==> src/rtl/uart_tx.sv <==
// UART transmitter: latches a byte on a valid/busy handshake and shifts out
// start bit, DATA_width data bits LSB first, optional parity bit and one stop bit.
// The bit period is Prescale clk cycles, with 0 and 1 both meaning one cycle.
// TX_OUT and busy are registered. They are derived from the next-state values,
// so the start bit appears on the edge right after the request is accepted.
module uart_tx #(
  parameter int unsigned Prescale_width = 6,
  parameter int unsigned DATA_width     = 8,
  parameter int unsigned n_bits         = 4
) (
  input  logic                      clk,
  input  logic                      reset_n,
  input  logic [Prescale_width-1:0] Prescale,
  input  logic                      PAR_EN,
  input  logic                      PAR_TYP,
  input  logic [DATA_width-1:0]     P_DATA,
  input  logic                      Data_Valid,
  output logic                      TX_OUT,
  output logic                      busy
);

  typedef enum logic [2:0] {
    StIdle,
    StStart,
    StData,
    StParity,
    StStop
  } state_e;

  localparam logic [Prescale_width-1:0] PresOne = Prescale_width'(1);
  localparam logic [n_bits-1:0]         BitOne  = n_bits'(1);
  localparam logic [n_bits-1:0]         LastBit = n_bits'(DATA_width - 1);

  state_e                    state_q, state_d;
  logic [Prescale_width-1:0] edge_cnt_q, edge_cnt_d;
  logic [n_bits-1:0]         bit_cnt_q, bit_cnt_d;
  logic [DATA_width-1:0]     data_q, data_d;
  logic                      par_en_q, par_en_d;
  logic                      par_typ_q, par_typ_d;
  logic [Prescale_width-1:0] prescale_q, prescale_d;
  logic                      tx_q, tx_d;
  logic                      busy_q, busy_d;

  logic [Prescale_width-1:0] prescale_eff;
  logic                      bit_end;
  logic                      last_bit;
  logic [DATA_width-1:0]     data_sh;
  logic                      parity_bit;

  // Bit timing from the shadow prescale; a zero prescale counts as one cycle per bit.
  always_comb begin
    prescale_eff = (prescale_q == '0) ? PresOne : prescale_q;
    bit_end      = (edge_cnt_q == (prescale_eff - PresOne));
    last_bit     = (bit_cnt_q == LastBit);
  end

  // State register with synchronous active-low reset.
  always_ff @(posedge clk) begin
    if (!reset_n) begin
      state_q <= StIdle;
    end else begin
      state_q <= state_d;
    end
  end

  // Next-state logic: each non-idle state lasts exactly one bit period.
  always_comb begin
    state_d = state_q;
    unique case (state_q)
      StIdle: begin
        if (Data_Valid) state_d = StStart;
      end
      StStart: begin
        if (bit_end) state_d = StData;
      end
      StData: begin
        if (bit_end && last_bit) state_d = par_en_q ? StParity : StStop;
      end
      StParity: begin
        if (bit_end) state_d = StStop;
      end
      StStop: begin
        if (bit_end) state_d = StIdle;
      end
      default: state_d = StIdle;
    endcase
  end

  // Counter and shadow next-state: shadows load only on acceptance in idle.
  always_comb begin
    edge_cnt_d = edge_cnt_q;
    bit_cnt_d  = bit_cnt_q;
    data_d     = data_q;
    par_en_d   = par_en_q;
    par_typ_d  = par_typ_q;
    prescale_d = prescale_q;

    if (state_q == StIdle) begin
      edge_cnt_d = '0;
      if (Data_Valid) begin
        data_d     = P_DATA;
        par_en_d   = PAR_EN;
        par_typ_d  = PAR_TYP;
        prescale_d = Prescale;
      end
    end else begin
      edge_cnt_d = bit_end ? '0 : (edge_cnt_q + PresOne);
    end

    // Clear on entry to the data phase, advance at every data-bit end.
    if (state_q == StStart && bit_end) begin
      bit_cnt_d = '0;
    end else if (state_q == StData && bit_end) begin
      bit_cnt_d = bit_cnt_q + BitOne;
    end
  end

  // Output decode from next-state values so the line and busy are glitch-free registers.
  always_comb begin
    data_sh    = data_d >> bit_cnt_d;
    parity_bit = par_typ_d ? ~^data_d : ^data_d;
    tx_d       = 1'b1;
    busy_d     = (state_d != StIdle);
    unique case (state_d)
      StIdle:   tx_d = 1'b1;
      StStart:  tx_d = 1'b0;
      StData:   tx_d = data_sh[0];
      StParity: tx_d = parity_bit;
      StStop:   tx_d = 1'b1;
      default:  tx_d = 1'b1;
    endcase
  end

  // Datapath and output registers; reset abandons any frame and idles the line high.
  always_ff @(posedge clk) begin
    if (!reset_n) begin
      edge_cnt_q <= '0;
      bit_cnt_q  <= '0;
      data_q     <= '0;
      par_en_q   <= 1'b0;
      par_typ_q  <= 1'b0;
      prescale_q <= '0;
      tx_q       <= 1'b1;
      busy_q     <= 1'b0;
    end else begin
      edge_cnt_q <= edge_cnt_d;
      bit_cnt_q  <= bit_cnt_d;
      data_q     <= data_d;
      par_en_q   <= par_en_d;
      par_typ_q  <= par_typ_d;
      prescale_q <= prescale_d;
      tx_q       <= tx_d;
      busy_q     <= busy_d;
    end
  end

  assign TX_OUT = tx_q;
  assign busy   = busy_q;

endmodule

==> config.mk <==
export PLATFORM = sky130hd
export DESIGN_NAME = uart_tx
export DESIGN_NICKNAME = d
export VERILOG_FILES = /design/src/rtl/uart_tx.sv
export SDC_FILE = /design/constraint.sdc
export NUM_CORES = 1
export LEC_CHECK = 0
export CORE_MARGIN = 4
export CORE_UTILIZATION = 45
export CTS_CLUSTER_SIZE = 40
export DETAILED_ROUTE_END_ITERATION = 8
export DONT_BUFFER_PORTS = 1
export SLEW_MARGIN = 30
export SYNTH_ARGS = -nofsm -noshare
export SYNTH_HDL_FRONTEND = slang
export SYNTH_SLANG_ARGS = --single-unit
==> constraint.sdc <==
create_clock -name clk -period 2.77 [get_ports clk]
set_clock_uncertainty 0.1 [all_clocks]
set_input_delay 0.277 -clock clk [delete_from_list [all_inputs] [get_ports clk]]
set_output_delay 0.277 -clock clk [all_outputs]
set_load 0.005 [all_outputs]
==> run_summary.xml <==
<?xml version="1.0" encoding="UTF-8"?>
<metrics>
  <group name="worst_setup_path">
    <metric name="slowest_stage_cell_crit_path" unit="">sky130_fd_sc_hd__or4_4</metric>
    <metric name="timing.critical_path.fanout_max" unit="">9</metric>
    <metric name="path_delay_family" unit="">simple AND/OR/NAND/NOR gates</metric>
    <metric name="critPathMaxStageDelay" unit="ns">0.50</metric>
    <metric name="critPathKind" unit="">reg2reg</metric>
    <metric name="setup_crit_start_kind" unit="">flop</metric>
    <metric name="critPathMostFrequentCell" unit="">sky130_fd_sc_hd__or2_4</metric>
    <metric name="worstPathBufferInverterCount" unit="">1</metric>
    <metric name="cp.required" unit="ns">2.84</metric>
    <metric name="crit_chain" unit="">or2_4 &gt; or4bb_1 &gt; a31oi_1 &gt; o22ai_1 &gt; buf_4 &gt; or4_4 &gt; a21oi_4 &gt; or2_4 &gt; o2111ai_1 &gt; a31o_1</metric>
    <metric name="critPathCaptureType" unit="">flop</metric>
    <metric name="worstPathArrival" unit="ns">2.95</metric>
  </group>
  <group name="route">
    <metric name="vias_per_cell" unit="">5.62</metric>
    <metric name="antenna_violating_nets_post_route" unit="">0</metric>
    <metric name="vias" unit="">1917</metric>
    <metric name="drt_pass_1_iters" unit="">4</metric>
    <metric name="wire_per_inst" unit="um">14.8</metric>
    <metric name="wirelength" unit="um">5060</metric>
    <metric name="drc_errors_left" unit="">0</metric>
    <metric name="first_iter_violations" unit="">68</metric>
  </group>
  <group name="floorplanning">
    <metric name="effective_utilization_at_floorplan" unit="%">46.5</metric>
    <metric name="floorplan.io_pins" unit="">21</metric>
    <metric name="design.die.area" unit="sq um">5680</metric>
    <metric name="core_footprint" unit="sq um">4380</metric>
    <metric name="die_y" unit="um">75.3</metric>
    <metric name="floorplan.rows" unit="">24</metric>
    <metric name="die-width" unit="um">75.3</metric>
  </group>
  <group name="pwr">
    <metric name="power_density" unit="nW/um^2">581</metric>
    <metric name="power_frac_clock" unit="%">23.6</metric>
    <metric name="p_leak" unit="nW">0.958</metric>
    <metric name="seqPwrFrac" unit="%">36.1</metric>
    <metric name="switching_share" unit="%">34.4</metric>
    <metric name="combinational_power_share" unit="%">40.3</metric>
    <metric name="post-layout-total-power" unit="mW">1.44</metric>
    <metric name="power_report.internal_total" unit="uW">947</metric>
    <metric name="switching_power" unit="uW">497</metric>
    <metric name="peak_supply_drop" unit="mV">0.267</metric>
  </group>
  <group name="sta">
    <metric name="final_hold_viol_count" unit="">0</metric>
    <metric name="period_share" unit="%">104</metric>
    <metric name="hold-worst-slack" unit="ns">0.0219</metric>
    <metric name="slew_headroom" unit="%">45.9</metric>
    <metric name="clock_period_minus_worst_slack" unit="ns">2.87</metric>
    <metric name="report.final.setup_viol" unit="">2</metric>
    <metric name="setup_ws" unit="ns">-0.102</metric>
    <metric name="worstMarginPinSlew" unit="ns">0.799</metric>
    <metric name="maxClockFrequency" unit="MHz">348</metric>
    <metric name="maxSlewViolCount" unit="">0</metric>
    <metric name="rsz0062_at_grt" unit="">true</metric>
    <metric name="totalNegativeSetupSlack" unit="ns">-0.115</metric>
  </group>
  <group name="global_route">
    <metric name="number_of_global_route_vias_before_repair" unit="">1888</metric>
    <metric name="pin_count_of_the_biggest_net_entering_global_routing" unit="">27</metric>
    <metric name="grt.total_usage" unit="%">20.5</metric>
    <metric name="grt_antenna_before_repair" unit="">0</metric>
    <metric name="grt_first_pass_wirelength" unit="um">8870</metric>
    <metric name="grt.overflow.total" unit="">0</metric>
  </group>
  <group name="cts">
    <metric name="cts_root_buffer" unit="">sky130_fd_sc_hd__clkbuf_8</metric>
    <metric name="tritoncts" unit="">yes</metric>
    <metric name="clk_pin_slew" unit="ns">0.06</metric>
    <metric name="cts-root-to-sink-buffers" unit="">2</metric>
    <metric name="insertion_delay" unit="ns">0.28</metric>
    <metric name="cts_hold_buf" unit="">0</metric>
    <metric name="ctsHtreeMaxLevel" unit="">2</metric>
    <metric name="cts_inserted_buffers" unit="">5</metric>
    <metric name="clock-sinks" unit="">31</metric>
  </group>
  <group name="logic_synthesis">
    <metric name="ys.warnings.count" unit="">0</metric>
    <metric name="synth-main-ff-cell" unit="">sky130_fd_sc_hd__dfxtp_1</metric>
    <metric name="syn-instance-count" unit="">256</metric>
    <metric name="synth.top_cells.by_area" unit="">sky130_fd_sc_hd__dfxtp_1, sky130_fd_sc_hd__nand2_1, sky130_fd_sc_hd__xnor2_1, sky130_fd_sc_hd__a21boi_0, sky130_fd_sc_hd__nor2_1</metric>
    <metric name="syn_area_per_cell" unit="sq um">7.97</metric>
    <metric name="synthDominantCellAreaShare" unit="%">30.4</metric>
    <metric name="synth_enable_flop_cells" unit="">0</metric>
    <metric name="synth_unique_cells" unit="">55</metric>
    <metric name="synth.yosys.seq_area_share" unit="%">30.4</metric>
    <metric name="synthesis.nets" unit="">277</metric>
    <metric name="synth.cell_area" unit="sq um">2040</metric>
    <metric name="postSynthRegisterBits" unit="">31</metric>
    <metric name="asyncSetResetFlopFracSynth" unit="%">0</metric>
    <metric name="yosysTopAreaCell" unit="">sky130_fd_sc_hd__dfxtp_1</metric>
  </group>
  <group name="final_layout">
    <metric name="areaGrowthSynthToFinish" unit="%">21.9</metric>
    <metric name="final_layout_size_suffix_gt1_share" unit="%">22.8</metric>
    <metric name="nets" unit="">309</metric>
    <metric name="antenna-diode-count" unit="">0</metric>
  </group>
  <group name="run_status">
    <metric name="failed_checks" unit="">negative setup slack</metric>
    <metric name="run_status" unit="">complete, but fails checks</metric>
  </group>
  <group name="placement">
    <metric name="globalplace.congestion" unit="">0.861</metric>
    <metric name="port_buffers" unit="">0</metric>
    <metric name="hpwlAfterDp" unit="um">3700</metric>
  </group>
  <group name="job">
    <metric name="max_cap_viols" unit="">0</metric>
  </group>
  <group name="worst_hold_path">
    <metric name="worst_hold_path_type" unit="">in2reg</metric>
  </group>
</metrics>
[metal layers]
metal  track usage [%]  vias to the layer above  part of all wire [%]
li1                  -                      972                     -
met2              33.1                       45                    48
met4              9.51                        0                   2.3
met1              25.8                      891                    45
met5                 0                        -                     0
met3              5.15                        9                   4.6
[cell usage after synthesis (2+ instances only)]
master                       n
sky130_fd_sc_hd__clkbuf_1   11
sky130_fd_sc_hd__mux2_2      3
sky130_fd_sc_hd__nor3_1      8
sky130_fd_sc_hd__or2_2       2
sky130_fd_sc_hd__nor2b_1     5
sky130_fd_sc_hd__o21ai_0     6
sky130_fd_sc_hd__o31ai_1     3
sky130_fd_sc_hd__dfxtp_1    31
sky130_fd_sc_hd__a211oi_1    2
sky130_fd_sc_hd__nand3_1     7
sky130_fd_sc_hd__a21boi_0   18
sky130_fd_sc_hd__inv_1       5
sky130_fd_sc_hd__nand2b_1    4
sky130_fd_sc_hd__a2111oi_0   2
sky130_fd_sc_hd__xnor2_1    18
sky130_fd_sc_hd__nand4_1     2
sky130_fd_sc_hd__nand2_1    42
sky130_fd_sc_hd__a22oi_1     2
sky130_fd_sc_hd__nor2_1     19
sky130_fd_sc_hd__o2111ai_1   2
sky130_fd_sc_hd__mux2i_1     6
sky130_fd_sc_hd__o211ai_1    2
sky130_fd_sc_hd__or4_1       2
sky130_fd_sc_hd__and2_1      4
sky130_fd_sc_hd__ha_1        2
sky130_fd_sc_hd__a31oi_1     3
sky130_fd_sc_hd__nor4_1      2
sky130_fd_sc_hd__and3_1      4
sky130_fd_sc_hd__a21oi_1     7
sky130_fd_sc_hd__xor2_1      7
[kinds of logic (layout without fill, tap and decap cells)]
group,after synthesis,in the layout,share of synthesized area (%)
multiplexers,9,9,4.60
AO/OA/AOI/OAI,59,59,22.4
XOR/XNOR,25,25,10.7
flip-flops,31,31,30.4
AND/OR/NAND/NOR,111,111,26.7
buffers and inverters,19,52,3.92
adder cells (fa/ha/maj),2,2,1.23
[metrics by stage]
step	std cells	util [%]	area [sq um]	setup slack [ns]
after CTS	340	56.1	2460	-0.0913
after global routing	341	56.7	2490	-0.239
after global placement	331	53.3	2340	-0.109
final	341	56.7	2490	-0.102
after floorplan	256	-	2050	-0.0872
after detailed placement	331	53.3	2340	-0.138
[power groups by stage]
stage / Combinational [mW] / Sequential (mW) / Clock [mW]
2_1_floorplan: 0.351 / 0.526 / 0
3_3_place_gp: 0.535 / 0.531 / 0
3_5_place_dp: 0.536 / 0.531 / 0
4_1_cts: 0.565 / 0.521 / 0.351
5_1_grt: 0.641 / 0.529 / 0.374
6_report: 0.582 / 0.521 / 0.340
[sequential cells by signal, summed over array words and instances, names as in the netlist]
| signal | flops |
|---|---|
| par_en_q | 1 |
| prescale_q | 6 |
| data_q | 8 |
| par_typ_q | 1 |
| edge_cnt_q | 6 |
| busy | 1 |
| bit_cnt_q | 4 |
| TX_OUT | 1 |
| state_q | 3 |
[cell type report]
type,count,area (sq um)
Clock buffer,7,76.3
Clock inverter,1,5.00
Fill cell,415,1900
Inverter,5,18.8
Multi-Input combinational cell,206,1410
Sequential cell,31,622
Tap cell,52,65.1
Timing Repair Buffer,39,293
[worst paths after layout]
path | from | end | slack (ns) | cells after the start
max reg2reg | prescale_q[1] | TX_OUT | -0.10 | 10
max | prescale_q[1] | TX_OUT | -0.10 | 10
min reg2reg | par_typ_q | par_typ_q | 0.38 | 2
min | reset_n | state_q[1] | 0.02 | 1
[cell usage in the layout (no fill, tap or decap), types with 7 or more instances in the layout]
| cell | Yosys | layout |
|---|---|---|
| sky130_fd_sc_hd__buf_4 | 0 | 39 |
| sky130_fd_sc_hd__nand3_1 | 7 | 7 |
| sky130_fd_sc_hd__xnor2_1 | 18 | 18 |
| sky130_fd_sc_hd__nor2_1 | 19 | 18 |
| sky130_fd_sc_hd__dfxtp_1 | 31 | 30 |
| sky130_fd_sc_hd__a21boi_0 | 18 | 17 |
| sky130_fd_sc_hd__nand2_1 | 42 | 42 |
| sky130_fd_sc_hd__xor2_1 | 7 | 7 |
[timing repair]
| item | CTS | global route |
|---|---|---|
| buffers inserted | 1 | 1 |
| setup endpoints to repair | 2 | 3 |
| gates cloned | 0 | 0 |
| pin swaps | 4 | 2 |
| hold endpoints to repair | 0 | 0 |
| gates resized for setup | 10 | 5 |
(Power assumes the default switching activity.)
==> patch: new RTL, config.mk and constraints unchanged <==
Register the output `TX_OUT` once more, cleared by the reset; this adds one clock of latency there. The other outputs are not delayed to match. Comments in the files are not updated.
--- a/src/rtl/uart_tx.sv
+++ b/src/rtl/uart_tx.sv
@@ -154,7 +154,13 @@
     end
   end
 
-  assign TX_OUT = tx_q;
+  always_ff @(posedge clk) begin
+    if (!reset_n) begin
+      TX_OUT <= '0;
+    end else begin
+      TX_OUT <= tx_q;
+    end
+  end
   assign busy   = busy_q;
 
 endmodule
Formal check against the unedited RTL: not equivalent (Yosys sat finds a counterexample within 4 cycles, from zero or initial values and one cycle with reset_n low).
==> patch against the original RTL <==
Non-clock buffer count decreased by 25. First-iteration DRC count rose by 37%. Wire length decreased by 14%. Count of clock-buffer cells in the layout shrank 1. Combinational power increased by 70%. Total power up 44%. Critical path depth shrank 1. Sequential cell count up 1. Area after synthesis is 0.43% lower. Synthesized cell count fell by 4.7%. Worst setup slack improved by 0.23 ns. Final area fell by 7.3%. Maximum frequency up 8.6%. Hold slack got worse by 0.011 ns. Critical path type unchanged. Highest routed layer unchanged.
==> patch: results (changes against the original RTL) <==
----------------------------------------------------
[Cells and area]
  Final Util ... 53.0% (-3.8 points)
  Ratio of cells with drive above 1 in the final layout ... 16.1% (-6.7 points)
  Fill cells ... 421 (+1.4%)

[Global route]
  Pin count of the biggest net entering global routing ... 28 (+3.7%)
  First-pass GRT wire length ... 7380 um (-17%)
  Global router's overall resource usage ... 16.8% (-3.7 points)

[Place]
  HPWL after DPL ... 3160 um (-15%)

[Route]
  Final routed wirelength across all metal layers ... 4330 um (-14%)
  Average vias per placed instance ... 5.58 (-0.83%)
  DRT iter0 DRCs ... 93 (+37%)

[Synthesis]
  Sequential share of the synthesized area ... 31.5% (+1.1 points)
  Most instantiated cells after synthesis ... sky130_fd_sc_hd__nand2_1 (39), sky130_fd_sc_hd__dfxtp_1 (32), sky130_fd_sc_hd__a21boi_0 (18), sky130_fd_sc_hd__xnor2_1 (17), sky130_fd_sc_hd__nor2_1 (15)
  Fraction of synthesized area in multiplexers ... 2.46% (-2.1 points)
  Compound-gate portion of the synthesized area ... 21.2% (-1.3 points)
  Xor and xnor area share after synthesis ... 9.91% (-0.82 points)
  Number of distinct library cell variants in the gate-level netlist after synthesis ... 54 (-1.8%)
  Area share of fa/ha/maj cells after synthesis ... 1.23% (+0.0053 points)
  Synthesized netlist net count ... 265 (-4.3%)
  Cell types with the largest area share after synthesis ... sky130_fd_sc_hd__dfxtp_1 (32%), sky130_fd_sc_hd__xnor2_1 (7.3%), sky130_fd_sc_hd__nand2_1 (7.2%), sky130_fd_sc_hd__a21boi_0 (6.7%), sky130_fd_sc_hd__nor2_1 (2.8%)

[Critical path]
  Critical path's top delay family ... compound AO/OA/AOI/OAI gates
  Slowest-stage cell, CP ... sky130_fd_sc_hd__a311o_2
  Crit-path max cell delay ... 0.42 ns (-0.08 ns)

[Floorplan]
  Die Outline Area ... 0.00565 mm2 (-0.38%)

[STA]
  Measured slew at the worst slew-check pin ... 0.418 ns (-0.381 ns)

[Power and ir drop]
  Leak Pwr ... 0.000818 uW (-15%)

[Run status]
  Status ... finished, final reports clean

----------------------------------------------------
==> patch: routing by layer <==
metal	track usage (%)	vias up	share of wire, %
met5	0	-	0
met4	6.21	0	2.4
met3	4.27	11	5.3
met2	25.7	44	44
met1	22.9	765	48
li1	-	886	-
==> patch: worst paths after layout <==
path	startpoint	endpoint	slack, ns	cells after the start
max	prescale_q[0]	tx_q	0.13	9
min	reset_n	busy	0.01	1
max reg2reg	prescale_q[0]	tx_q	0.13	9
min reg2reg	tx_q	TX_OUT	0.35	1
==> patch: through the flow <==
step                cells  power (uW)
detailed placement    296        1610
floorplan             244        1390
CTS                   304        2060
finish                306        2090
global placement      296        1610
global route          306        2250
==> patch: final cells by class <==
| cell class | count | share of cell area [%] |
|---|---|---|
| inverters | 6 | 0.977 |
| multi-input cells | 194 | 59.0 |
| flip-flops and latches | 32 | 27.9 |
| repair buffers | 14 | 4.56 |
| well taps | 52 | 2.82 |
| clock buffers | 6 | 3.15 |
| clock inverters | 2 | 1.52 |
==> patch: power breakdown <==
part / total, uW / internal, uW / switching [uW]
clock: 442 / 267 / 175
combinational: 988 / 456 / 532
sequential: 655 / 547 / 108
total: 2090 / 1270 / 815
==> patch: repair_timing <==
item / CTS / global route
gates resized for setup: 2 / 11
pin swaps: 0 / 7
gates cloned: 0 / 0
endpoints found under the setup margin: 1 / 1
setup buffers: 0 / 2
==> patch: logic make-up (layout without fill, tap and decap cells) <==
| logic type | count (synthesis) | after routing |
|---|---|---|
| simple gates | 112 | 112 |
| compound gates | 52 | 52 |
| flops | 32 | 32 |
| xor+xnor | 23 | 23 |
| buf+inv | 18 | 28 |
| mux | 5 | 5 |
| fa+ha+maj | 2 | 2 |
